$ cat src/rtl/reset_seq_pkg.sv
// rtl/reset_seq_pkg.sv - shared state encoding and tick arithmetic for the reset sequencer
package reset_seq_pkg;

    typedef enum logic [1:0] {
        ST_HOLD    = 2'd0,
        ST_RELEASE = 2'd1,
        ST_RUN     = 2'd2
    } state_t;

    function automatic int ms_cnt_max(input int sys_cycle, input int ms_wait_time);
        return ms_wait_time / sys_cycle - 1;
    endfunction

endpackage

$ cat src/rtl/reset_sequencer_if.sv
// rtl/reset_sequencer_if.sv - lock/request inputs and staged reset outputs of the sequencer
interface reset_sequencer_if #(
    parameter int NUM_CH = 4
);
    logic              lock_i;
    logic              soft_rst_req;
    logic [NUM_CH-1:0] rst_o;
    logic [NUM_CH-1:0] rst_n_o;
    logic              done_o;
    logic [1:0]        state_o;

    modport master (
        input  lock_i, soft_rst_req,
        output rst_o, rst_n_o, done_o, state_o
    );

    modport slave (
        output lock_i, soft_rst_req,
        input  rst_o, rst_n_o, done_o, state_o
    );
endinterface

$ cat src/rtl/reset_sequencer_ms_tick_gen.sv
// rtl/reset_sequencer_ms_tick_gen.sv - gated millisecond tick counter, held at zero while disabled
module ms_tick_gen
    import reset_seq_pkg::*;
#(
    parameter int SYS_CYCLE    = 20,
    parameter int MS_WAIT_TIME = 1000000
) (
    input  logic clk,
    input  logic rst,
    input  logic en,
    output logic tick
);
    localparam int CNT_MAX = ms_cnt_max(SYS_CYCLE, MS_WAIT_TIME);
    localparam int CW      = $clog2(CNT_MAX + 1);
    localparam logic [CW-1:0] CNT_LAST = CW'(CNT_MAX);

    logic [CW-1:0] ms_cnt;

    always_ff @(posedge clk or posedge rst) begin
        if (rst) begin
            ms_cnt <= '0;
        end else if (!en) begin
            ms_cnt <= '0;
        end else if (ms_cnt == CNT_LAST) begin
            ms_cnt <= '0;
        end else begin
            ms_cnt <= ms_cnt + 1'b1;
        end
    end

    assign tick = (ms_cnt == CNT_LAST);

endmodule

$ cat src/rtl/reset_sequencer.sv
// rtl/reset_sequencer.sv - multi-channel reset generator with lock-qualified hold and staggered release
module reset_sequencer
    import reset_seq_pkg::*;
#(
    parameter int SYS_CYCLE    = 20,
    parameter int MS_WAIT_TIME = 1000000,
    parameter int RST_MS_MAX   = 20,
    parameter int SOFT_MS_MAX  = 2,
    parameter int NUM_CH       = 4,
    parameter int STAGGER_CYC  = 16,
    parameter int LOCK_FILT    = 8
) (
    input  logic              clk,
    input  logic              rst,
    reset_sequencer_if.master bus
);
    localparam int HOLD_MAX = (RST_MS_MAX > SOFT_MS_MAX) ? RST_MS_MAX : SOFT_MS_MAX;
    localparam int HW       = $clog2(HOLD_MAX + 1);
    localparam int SW       = $clog2(STAGGER_CYC + 1);
    localparam int FW       = $clog2(LOCK_FILT + 1);

    localparam logic [HW-1:0] RST_LIM   = HW'(RST_MS_MAX);
    localparam logic [HW-1:0] SOFT_LIM  = HW'(SOFT_MS_MAX);
    localparam logic [SW-1:0] STG_LAST  = SW'(STAGGER_CYC - 1);
    localparam logic [FW-1:0] FILT_LAST = FW'(LOCK_FILT - 1);

    logic [1:0]        lock_sync;
    logic [FW-1:0]     filt_cnt;
    logic              lock_filt_q;
    logic              lock_ok;
    logic              abort;
    logic              ms_en;
    logic              ms_tick;

    state_t            state;
    logic [NUM_CH-1:0] rst_q;
    logic [NUM_CH-1:0] rst_shift;
    logic              done_q;
    logic [HW-1:0]     hold_cnt;
    logic [HW-1:0]     hold_lim;
    logic              hold_soft;
    logic [SW-1:0]     stg;

    // The filter flop alone lags the synchronizer by a cycle; gating with the
    // synced bit makes loss of lock visible on the edge the low value arrives.
    assign lock_ok = lock_filt_q & lock_sync[1];
    assign abort   = bus.soft_rst_req | ~lock_ok;
    assign ms_en   = (state == ST_HOLD) & lock_ok & ~bus.soft_rst_req;

    always_ff @(posedge clk or posedge rst) begin
        if (rst) begin
            lock_sync   <= 2'b00;
            filt_cnt    <= '0;
            lock_filt_q <= 1'b0;
        end else begin
            lock_sync <= {lock_sync[0], bus.lock_i};
            if (!lock_sync[1]) begin
                filt_cnt    <= '0;
                lock_filt_q <= 1'b0;
            end else if (!lock_filt_q) begin
                if (filt_cnt == FILT_LAST) begin
                    lock_filt_q <= 1'b1;
                end else begin
                    filt_cnt <= filt_cnt + 1'b1;
                end
            end
        end
    end

    ms_tick_gen #(
        .SYS_CYCLE    (SYS_CYCLE),
        .MS_WAIT_TIME (MS_WAIT_TIME)
    ) u_ms_tick (
        .clk  (clk),
        .rst  (rst),
        .en   (ms_en),
        .tick (ms_tick)
    );

    assign hold_lim  = hold_soft ? SOFT_LIM : RST_LIM;
    // Channels drop in index order by shifting zeros in from bit 0.
    assign rst_shift = rst_q << 1;

    always_ff @(posedge clk or posedge rst) begin
        if (rst) begin
            state     <= ST_HOLD;
            rst_q     <= '1;
            done_q    <= 1'b0;
            hold_cnt  <= '0;
            hold_soft <= 1'b0;
            stg       <= '0;
        end else if (state != ST_HOLD && abort) begin
            state     <= ST_HOLD;
            rst_q     <= '1;
            done_q    <= 1'b0;
            hold_cnt  <= '0;
            hold_soft <= 1'b1;
            stg       <= '0;
        end else begin
            case (state)
                ST_HOLD: begin
                    rst_q  <= '1;
                    done_q <= 1'b0;
                    stg    <= '0;
                    if (bus.soft_rst_req) begin
                        hold_soft <= 1'b1;
                        hold_cnt  <= '0;
                    end else if (!lock_ok) begin
                        hold_cnt <= '0;
                    end else if (ms_tick) begin
                        if (hold_cnt == hold_lim - 1'b1) begin
                            state    <= ST_RELEASE;
                            hold_cnt <= '0;
                        end else begin
                            hold_cnt <= hold_cnt + 1'b1;
                        end
                    end
                end
                ST_RELEASE: begin
                    if (stg == STG_LAST) begin
                        stg   <= '0;
                        rst_q <= rst_shift;
                        if (rst_shift == '0) begin
                            state  <= ST_RUN;
                            done_q <= 1'b1;
                        end
                    end else begin
                        stg <= stg + 1'b1;
                    end
                end
                ST_RUN: begin
                end
                default: begin
                    state  <= ST_HOLD;
                    rst_q  <= '1;
                    done_q <= 1'b0;
                end
            endcase
        end
    end

    assign bus.rst_o   = rst_q;
    assign bus.rst_n_o = ~rst_q;
    assign bus.done_o  = done_q;
    assign bus.state_o = state;

endmodule

$ cat src/flat_wrapper.sv
// flat-port wrapper written by rule: the top's interface ports become plain ports
module reset_sequencer_flat import reset_seq_pkg::*;
#(
    parameter int SYS_CYCLE    = 20,
    parameter int MS_WAIT_TIME = 1000000,
    parameter int RST_MS_MAX   = 20,
    parameter int SOFT_MS_MAX  = 2,
    parameter int NUM_CH       = 4,
    parameter int STAGGER_CYC  = 16,
    parameter int LOCK_FILT    = 8
)
  (clk, rst, bus_lock_i, bus_soft_rst_req, bus_rst_o, bus_rst_n_o, bus_done_o, bus_state_o);
  reset_sequencer_if #(.NUM_CH(NUM_CH)) bus_i ();
  input  logic clk;
  input  logic rst;
  input wire logic [$bits(bus_i.lock_i)-1:0] bus_lock_i;
  input wire logic [$bits(bus_i.soft_rst_req)-1:0] bus_soft_rst_req;
  output wire logic [$bits(bus_i.rst_o)-1:0] bus_rst_o;
  output wire logic [$bits(bus_i.rst_n_o)-1:0] bus_rst_n_o;
  output wire logic [$bits(bus_i.done_o)-1:0] bus_done_o;
  output wire logic [$bits(bus_i.state_o)-1:0] bus_state_o;
  assign bus_i.lock_i = bus_lock_i;
  assign bus_i.soft_rst_req = bus_soft_rst_req;
  assign bus_rst_o = bus_i.rst_o;
  assign bus_rst_n_o = bus_i.rst_n_o;
  assign bus_done_o = bus_i.done_o;
  assign bus_state_o = bus_i.state_o;
  reset_sequencer #(.SYS_CYCLE(SYS_CYCLE), .MS_WAIT_TIME(MS_WAIT_TIME), .RST_MS_MAX(RST_MS_MAX), .SOFT_MS_MAX(SOFT_MS_MAX), .NUM_CH(NUM_CH), .STAGGER_CYC(STAGGER_CYC), .LOCK_FILT(LOCK_FILT)) u_core (.clk(clk), .rst(rst), .bus(bus_i));
endmodule
$ cat config.mk
export PLATFORM = sky130hd
export DESIGN_NAME = reset_sequencer_flat
export DESIGN_NICKNAME = d
export VERILOG_FILES = /design/src/rtl/reset_seq_pkg.sv /design/src/rtl/reset_sequencer_if.sv /design/src/rtl/reset_sequencer_ms_tick_gen.sv /design/src/rtl/reset_sequencer.sv /design/src/flat_wrapper.sv
export SDC_FILE = /design/constraint.sdc
export NUM_CORES = 1
export LEC_CHECK = 0
export ABC_AREA = 1
export ABC_CLOCK_PERIOD_IN_PS = 1400
export CAP_MARGIN = 20
export CORE_ASPECT_RATIO = 0.75
export CORE_MARGIN = 3
export CORE_UTILIZATION = 45
export DETAILED_ROUTE_END_ITERATION = 10
export GPL_TIMING_DRIVEN = 0
export PLACE_DENSITY = 0.66
export SLEW_MARGIN = 20
export SYNTH_ARGS = -nofsm -noshare
export SYNTH_HDL_FRONTEND = slang
export SYNTH_SLANG_ARGS = --single-unit
$ cat constraint.sdc
create_clock -name clk -period 1.4 [get_ports clk]
set_clock_uncertainty 0.1 [all_clocks]
set_input_delay 0.21 -clock clk [delete_from_list [all_inputs] [get_ports clk]]
set_output_delay 0.21 -clock clk [all_outputs]
set_load 0.02 [all_outputs]
After elaboration in Yosys (flattened, before gate mapping) --
Cells that the tools add are included.
Storage, ports and cells: register bits 41, output and inout port bits 11, input bits 4, word-level logic and storage cells 87
Cells by class: equal/unequal tests 16, add/subtract/negate cells 5, reduce and logical (&&, ||, !) cells 13, mux-type cells 36, bitwise gates (word level) 7
Operator list (number):
- $mux W5 | 9
- $mux W16 | 2
- $mux W4 | 5
- $add A16 B1 Y16 const B | 1
- $eq A16 B16 Y1 const B | 1
- $mux W2 | 7
- $add A5 B1 Y5 const B | 2
- $pmux W5 S2 | 1
- $mux W1 | 9
- $pmux W4 S2 | 1
- $reduce_and A2 Y1 | 4
- $reduce_and A7 Y1 | 1
- $ne A3 B1 Y1 const B | 2
- $ne A3 B2 Y1 const B | 2
- $ne A3 B3 Y1 const B | 2
- $pmux W2 S3 | 1
- $reduce_bool A2 Y1 | 3
- $eq A5 B4 Y1 const B | 1
- $eq A5 B5 Y1 | 1
- $sub A5 B1 Y5 const B | 1
- $add A4 B1 Y4 const B | 1
- $eq A4 B3 Y1 const B | 1
- $logic_not A4 Y1 | 1
- $ne A2 B2 Y1 const B | 2
- other kinds (13) | 16

Longest topological paths before layout --
depth in word-level cells 9, depth in mapped cells 8, depth with buffers taken out 8

Cells and area by module --
From an unflattened synthesis, not the netlist that was laid out.
Unflattened totals: cell total of the unflattened synthesis 281, area total of the unflattened synthesis 2173.3 um^2
By module, submodules not included:
- reset_sequencer | sequential area each 630.6 um^2, times used 1, cells an instance 156, area each 1255.0 um^2
- ms_tick_gen | sequential area each 400.4 um^2, times used 1, cells an instance 125, area each 918.4 um^2

Worst setup path after synthesis --
Ideal clock, no wire load.
kind reg2reg, start register u_core.state[1] (netlist: u_core.bus.state_o[1]), end register u_core.hold_cnt[2], cell stages (with the launch flop) 8, arrival 1.214 ns, buffers on the path 0, period minus slack after synthesis 1.431 ns, setup time 0.117 ns, slack -0.031 ns, path through dfrtp_1 -> inv_1 -> nand2_1 -> inv_1 -> nand3_1 -> nand2_1 -> nand2_1 -> nand2_1
Between the ends: longest elaborated chain between the ends 4
Ends and longest elaborated chain:
- start, declared | RTL line reset_sequencer.sv:35 | state_t state;
- start signal, assigned | RTL line reset_sequencer.sv:86 | state <= ST_HOLD;
- start signal, assigned | RTL line reset_sequencer.sv:93 | state <= ST_HOLD;
- start signal, assigned | RTL line reset_sequencer.sv:112 | state <= ST_RELEASE;
- $reduce_bool A2 Y1 | RTL line reset_sequencer.sv:92 | end else if (state != ST_HOLD && abort) begin
- $logic_and A1 B1 Y1 | RTL line reset_sequencer.sv:92
- $ne A4 B4 Y1 (no source line) or $reduce_bool A2 Y1 (tied branches)
- $reduce_and A2 Y1 (no source line)
- end signal, assigned | RTL line reset_sequencer.sv:115 | hold_cnt <= hold_cnt + 1'b1;
- end, declared | RTL line reset_sequencer.sv:39 | logic [HW-1:0] hold_cnt;
Several ways; a longest one is shown, not always the timed one. A chain may end at the register's enable or synchronous reset.

Worst setup path in the final report --
start register u_core.u_ms_tick.ms_cnt[0], end register u_core.u_ms_tick.ms_cnt[10]
Between the ends: longest elaborated chain between the ends 3
Ends and longest elaborated chain:
- start, declared | RTL line reset_sequencer_ms_tick_gen.sv:17 | logic [CW-1:0] ms_cnt;
- start signal, assigned | RTL line reset_sequencer_ms_tick_gen.sv:27 | ms_cnt <= ms_cnt + 1'b1;
- $add A16 B1 Y16 or $eq A16 B16 Y1 (tied branches) | RTL line reset_sequencer_ms_tick_gen.sv:27, reset_sequencer_ms_tick_gen.sv:24
- $mux W16 * | RTL line reset_sequencer_ms_tick_gen.sv:24 | end else if (ms_cnt == CNT_LAST) begin
- $mux W16 * | RTL line reset_sequencer_ms_tick_gen.sv:22 | end else if (!en) begin
Mark *: on every way between the ends. The rest lies on a longest branch, timed or not.

==> flow_metrics.env <==
export IMPL_status="complete, but fails checks"
export IMPL_violations="setup timing"
export IMPL_cts_root_buf="clkbuf_8"
export IMPL_critPathKind="reg -> reg"
export IMPL_finalMaxSlewViolations=0
export IMPL_async_reset_ff_frac=1.00
export IMPL_final_cell_mix="nand2_1, dfrtp_1, nor2_1, nand3_1, inv_1"
export IMPL_required_ps=1520
export IMPL_powerDensity_nw_per_um2=862
export IMPL_holdCritPathClass="in -> async"
export IMPL_slowest_delay_ps=410
export IMPL_yosys_warnings=0
export IMPL_ctsHtreeMaxLevel=2
export IMPL_drc=0
export IMPL_rsz0062_at_grt="true"
export IMPL_slew_headroom=0.704
export IMPL_cts_sinks=41
export IMPL_routed_via_count=1832
export IMPL_cp_top_family="simple AND/OR/NAND/NOR gates"
export IMPL_grt_first_pass_wirelength_um=8010
export IMPL_postSynthCellCount=263
export IMPL_layout_cells_most_common="nand2_1"
export IMPL_crit_slowest_cell="dfrtp_1"
export IMPL_multiInputGateArea_um2=1180
export IMPL_initialDrtViolationCount=80
export IMPL_max_freq_mhz=673
export IMPL_insertion_delay_ps=310
export IMPL_path_cells="ha_4, nand2_2, nor2_4, nand3_2, buf_4, nand2_1, nor3b_2"
export IMPL_critPathMaxFanout=3
export IMPL_die_h_um=65.7
export IMPL_syn_num_nets=271
export IMPL_antenna_found_initial=0
export IMPL_crit_buf_inv=1
export IMPL_worst_setup_path_start_kind="flop"
export IMPL_drt_first_pass_iters=4
export IMPL_ir_drop_v=0.000499
export IMPL_cts_made_buffers=5
export IMPL_seq_area_um2=1030
export IMPL_ioPinCount=15
export IMPL_period_needed_ps=1490
export IMPL_synth_edf_count=0
export IMPL_overflow=0
export IMPL_setup_violations=22
export IMPL_place_ws_ps=-397
export IMPL_fin_crit_sh=1.06
export IMPL_postRouteAntennaNets=0
export IMPL_grt_pass1_vias=1747
export IMPL_grt_use_total=0.184
export IMPL_clock_path_buffers=2
export IMPL_hold_slack_ps=134
export IMPL_ctsHoldBuffers=0
export IMPL_synth_ff_type="dfrtp_1"
export IMPL_avgSynthCellArea_um2=8.13
export IMPL_start_util=0.473
export IMPL_grt_max_degree=24
export IMPL_dp_hpwl_um=3060
export IMPL_hold_viol=0
export IMPL_synth_distinct_cells=27
export IMPL_worst_slew_pin_slew_ps=443
export IMPL_wl_per_cell_um=13.2
export IMPL_place_area_um2=2380
export IMPL_num_rows=21
export IMPL_syn_area_um2=2140
export IMPL_final_area_um2=2810
export IMPL_ys_seq_area_frac=0.482
export IMPL_fill_cells=402
export IMPL_finalWorstSetupSlack_ps=-86.5
export IMPL_nNetsFinal=308
export IMPL_cts_tree="done"
export IMPL_drive_gt1_frac=0.319
export IMPL_port_buffers=14
export IMPL_clk_pin_slew_worst_paths_ps=80
export IMPL_vias_per_cell=5.12
export IMPL_ys_ff_latch=41
export IMPL_syn2layout_area_growth_pct=31.3
export IMPL_core_area_um2=4520
export IMPL_finalWirelength_um=4710
export IMPL_cap_viol_max_count=0
export IMPL_worst_setup_path_end_kind="flop"
export IMPL_power_leakage_nw=1.23
export IMPL_diodes=0
export IMPL_routabilityCongestion=0.864
export IMPL_die_area_um2=5620
export IMPL_die_w_um=85.6
export IMPL_worstPathArrival_ps=1610
## Yosys cell counts (all sizes together) (3+ instances only)
library cell	number	area [µm²]
a21oi	10	50.1
nor3b	4	50.1
inv	36	138
nand2	58	233
dfstp	4	105
o21bai	3	22.5
xor2	6	52.6
nor2	43	201
nand4	3	18.8
ha	4	50.1
nand3	35	175
dfrtp	37	926
o21ai	11	55.1
## report_power, final
part	switching, mW	internal, mW
Clock	0.435	0.708
Sequential	0.0101	1.20
Combinational	0.0419	0.0278
## routing by layer
| metal | global-route usage | share of wire | vias to the layer above |
|---|---|---|---|
| met2 | 0.281 | 0.46 | 30 |
| li1 | - | - | 925 |
| met4 | 0.0771 | 0.015 | 0 |
| met1 | 0.252 | 0.49 | 869 |
| met5 | 0 | 0 | - |
| met3 | 0.0426 | 0.034 | 8 |
## sequential cells by signal, summed over array words and instances (netlist names), 2 cells and up
signal                   count
u_core.bus.state_o           2
u_core.stg                   5
u_core.hold_cnt              5
u_core.u_ms_tick.ms_cnt     16
u_core.lock_sync             2
u_core.bus.rst_o             4
u_core.filt_cnt              4
## timing repair
item	4_1_cts	5_1_grt
pin swaps	9	14
resized for setup	65	39
endpoints found under the setup margin	40	38
cloned	1	0
setup buffers	8	6
## cell families after synthesis
logic type / synth area share
and+or+nand+nor: 0.334
buffers and inverters: 0.0644
DFF: 0.482
xor gates and xnor gates: 0.0287
adders and majority gates: 0.0234
AOI/OAI and AO/OA: 0.0667
## cell type report
type / count / area share
multi-input combinational: 187 / 0.421
sequential: 41 / 0.368
timing repair buffer: 29 / 0.0865
inverter: 36 / 0.0508
tap: 57 / 0.0254
clock buffer: 5 / 0.0245
clock inverter: 3 / 0.0232
## per-stage QoR
stage	TNS [ps]	power, mW	std cells	util
floorplan	0	1.26	263	-
global route	-3220	2.49	358	0.621
detailed placement	-10420	1.29	335	0.526
global placement	-39580	1.28	334	0.520
finish	-787	2.42	358	0.621
CTS	-39.3	2.44	352	0.588
## final timing paths
kind                                                 start                          end  slack (ps)  depth (start not counted)
worst max-delay path            u_core.u_ms_tick.ms_cnt[0]  u_core.u_ms_tick.ms_cnt[10]         -90                          7
worst min-delay path                                   rst  u_core.u_ms_tick.ms_cnt[15]         130                          2
worst max register to register  u_core.u_ms_tick.ms_cnt[0]  u_core.u_ms_tick.ms_cnt[10]         -90                          7
worst min register to register         u_core.lock_sync[0]          u_core.lock_sync[1]         250                          0
max in group asynchronous                              rst          u_core.lock_sync[1]         600                          3
min in group clk                                bus_lock_i          u_core.lock_sync[0]         250                          1
(Power assumes the default switching activity.)
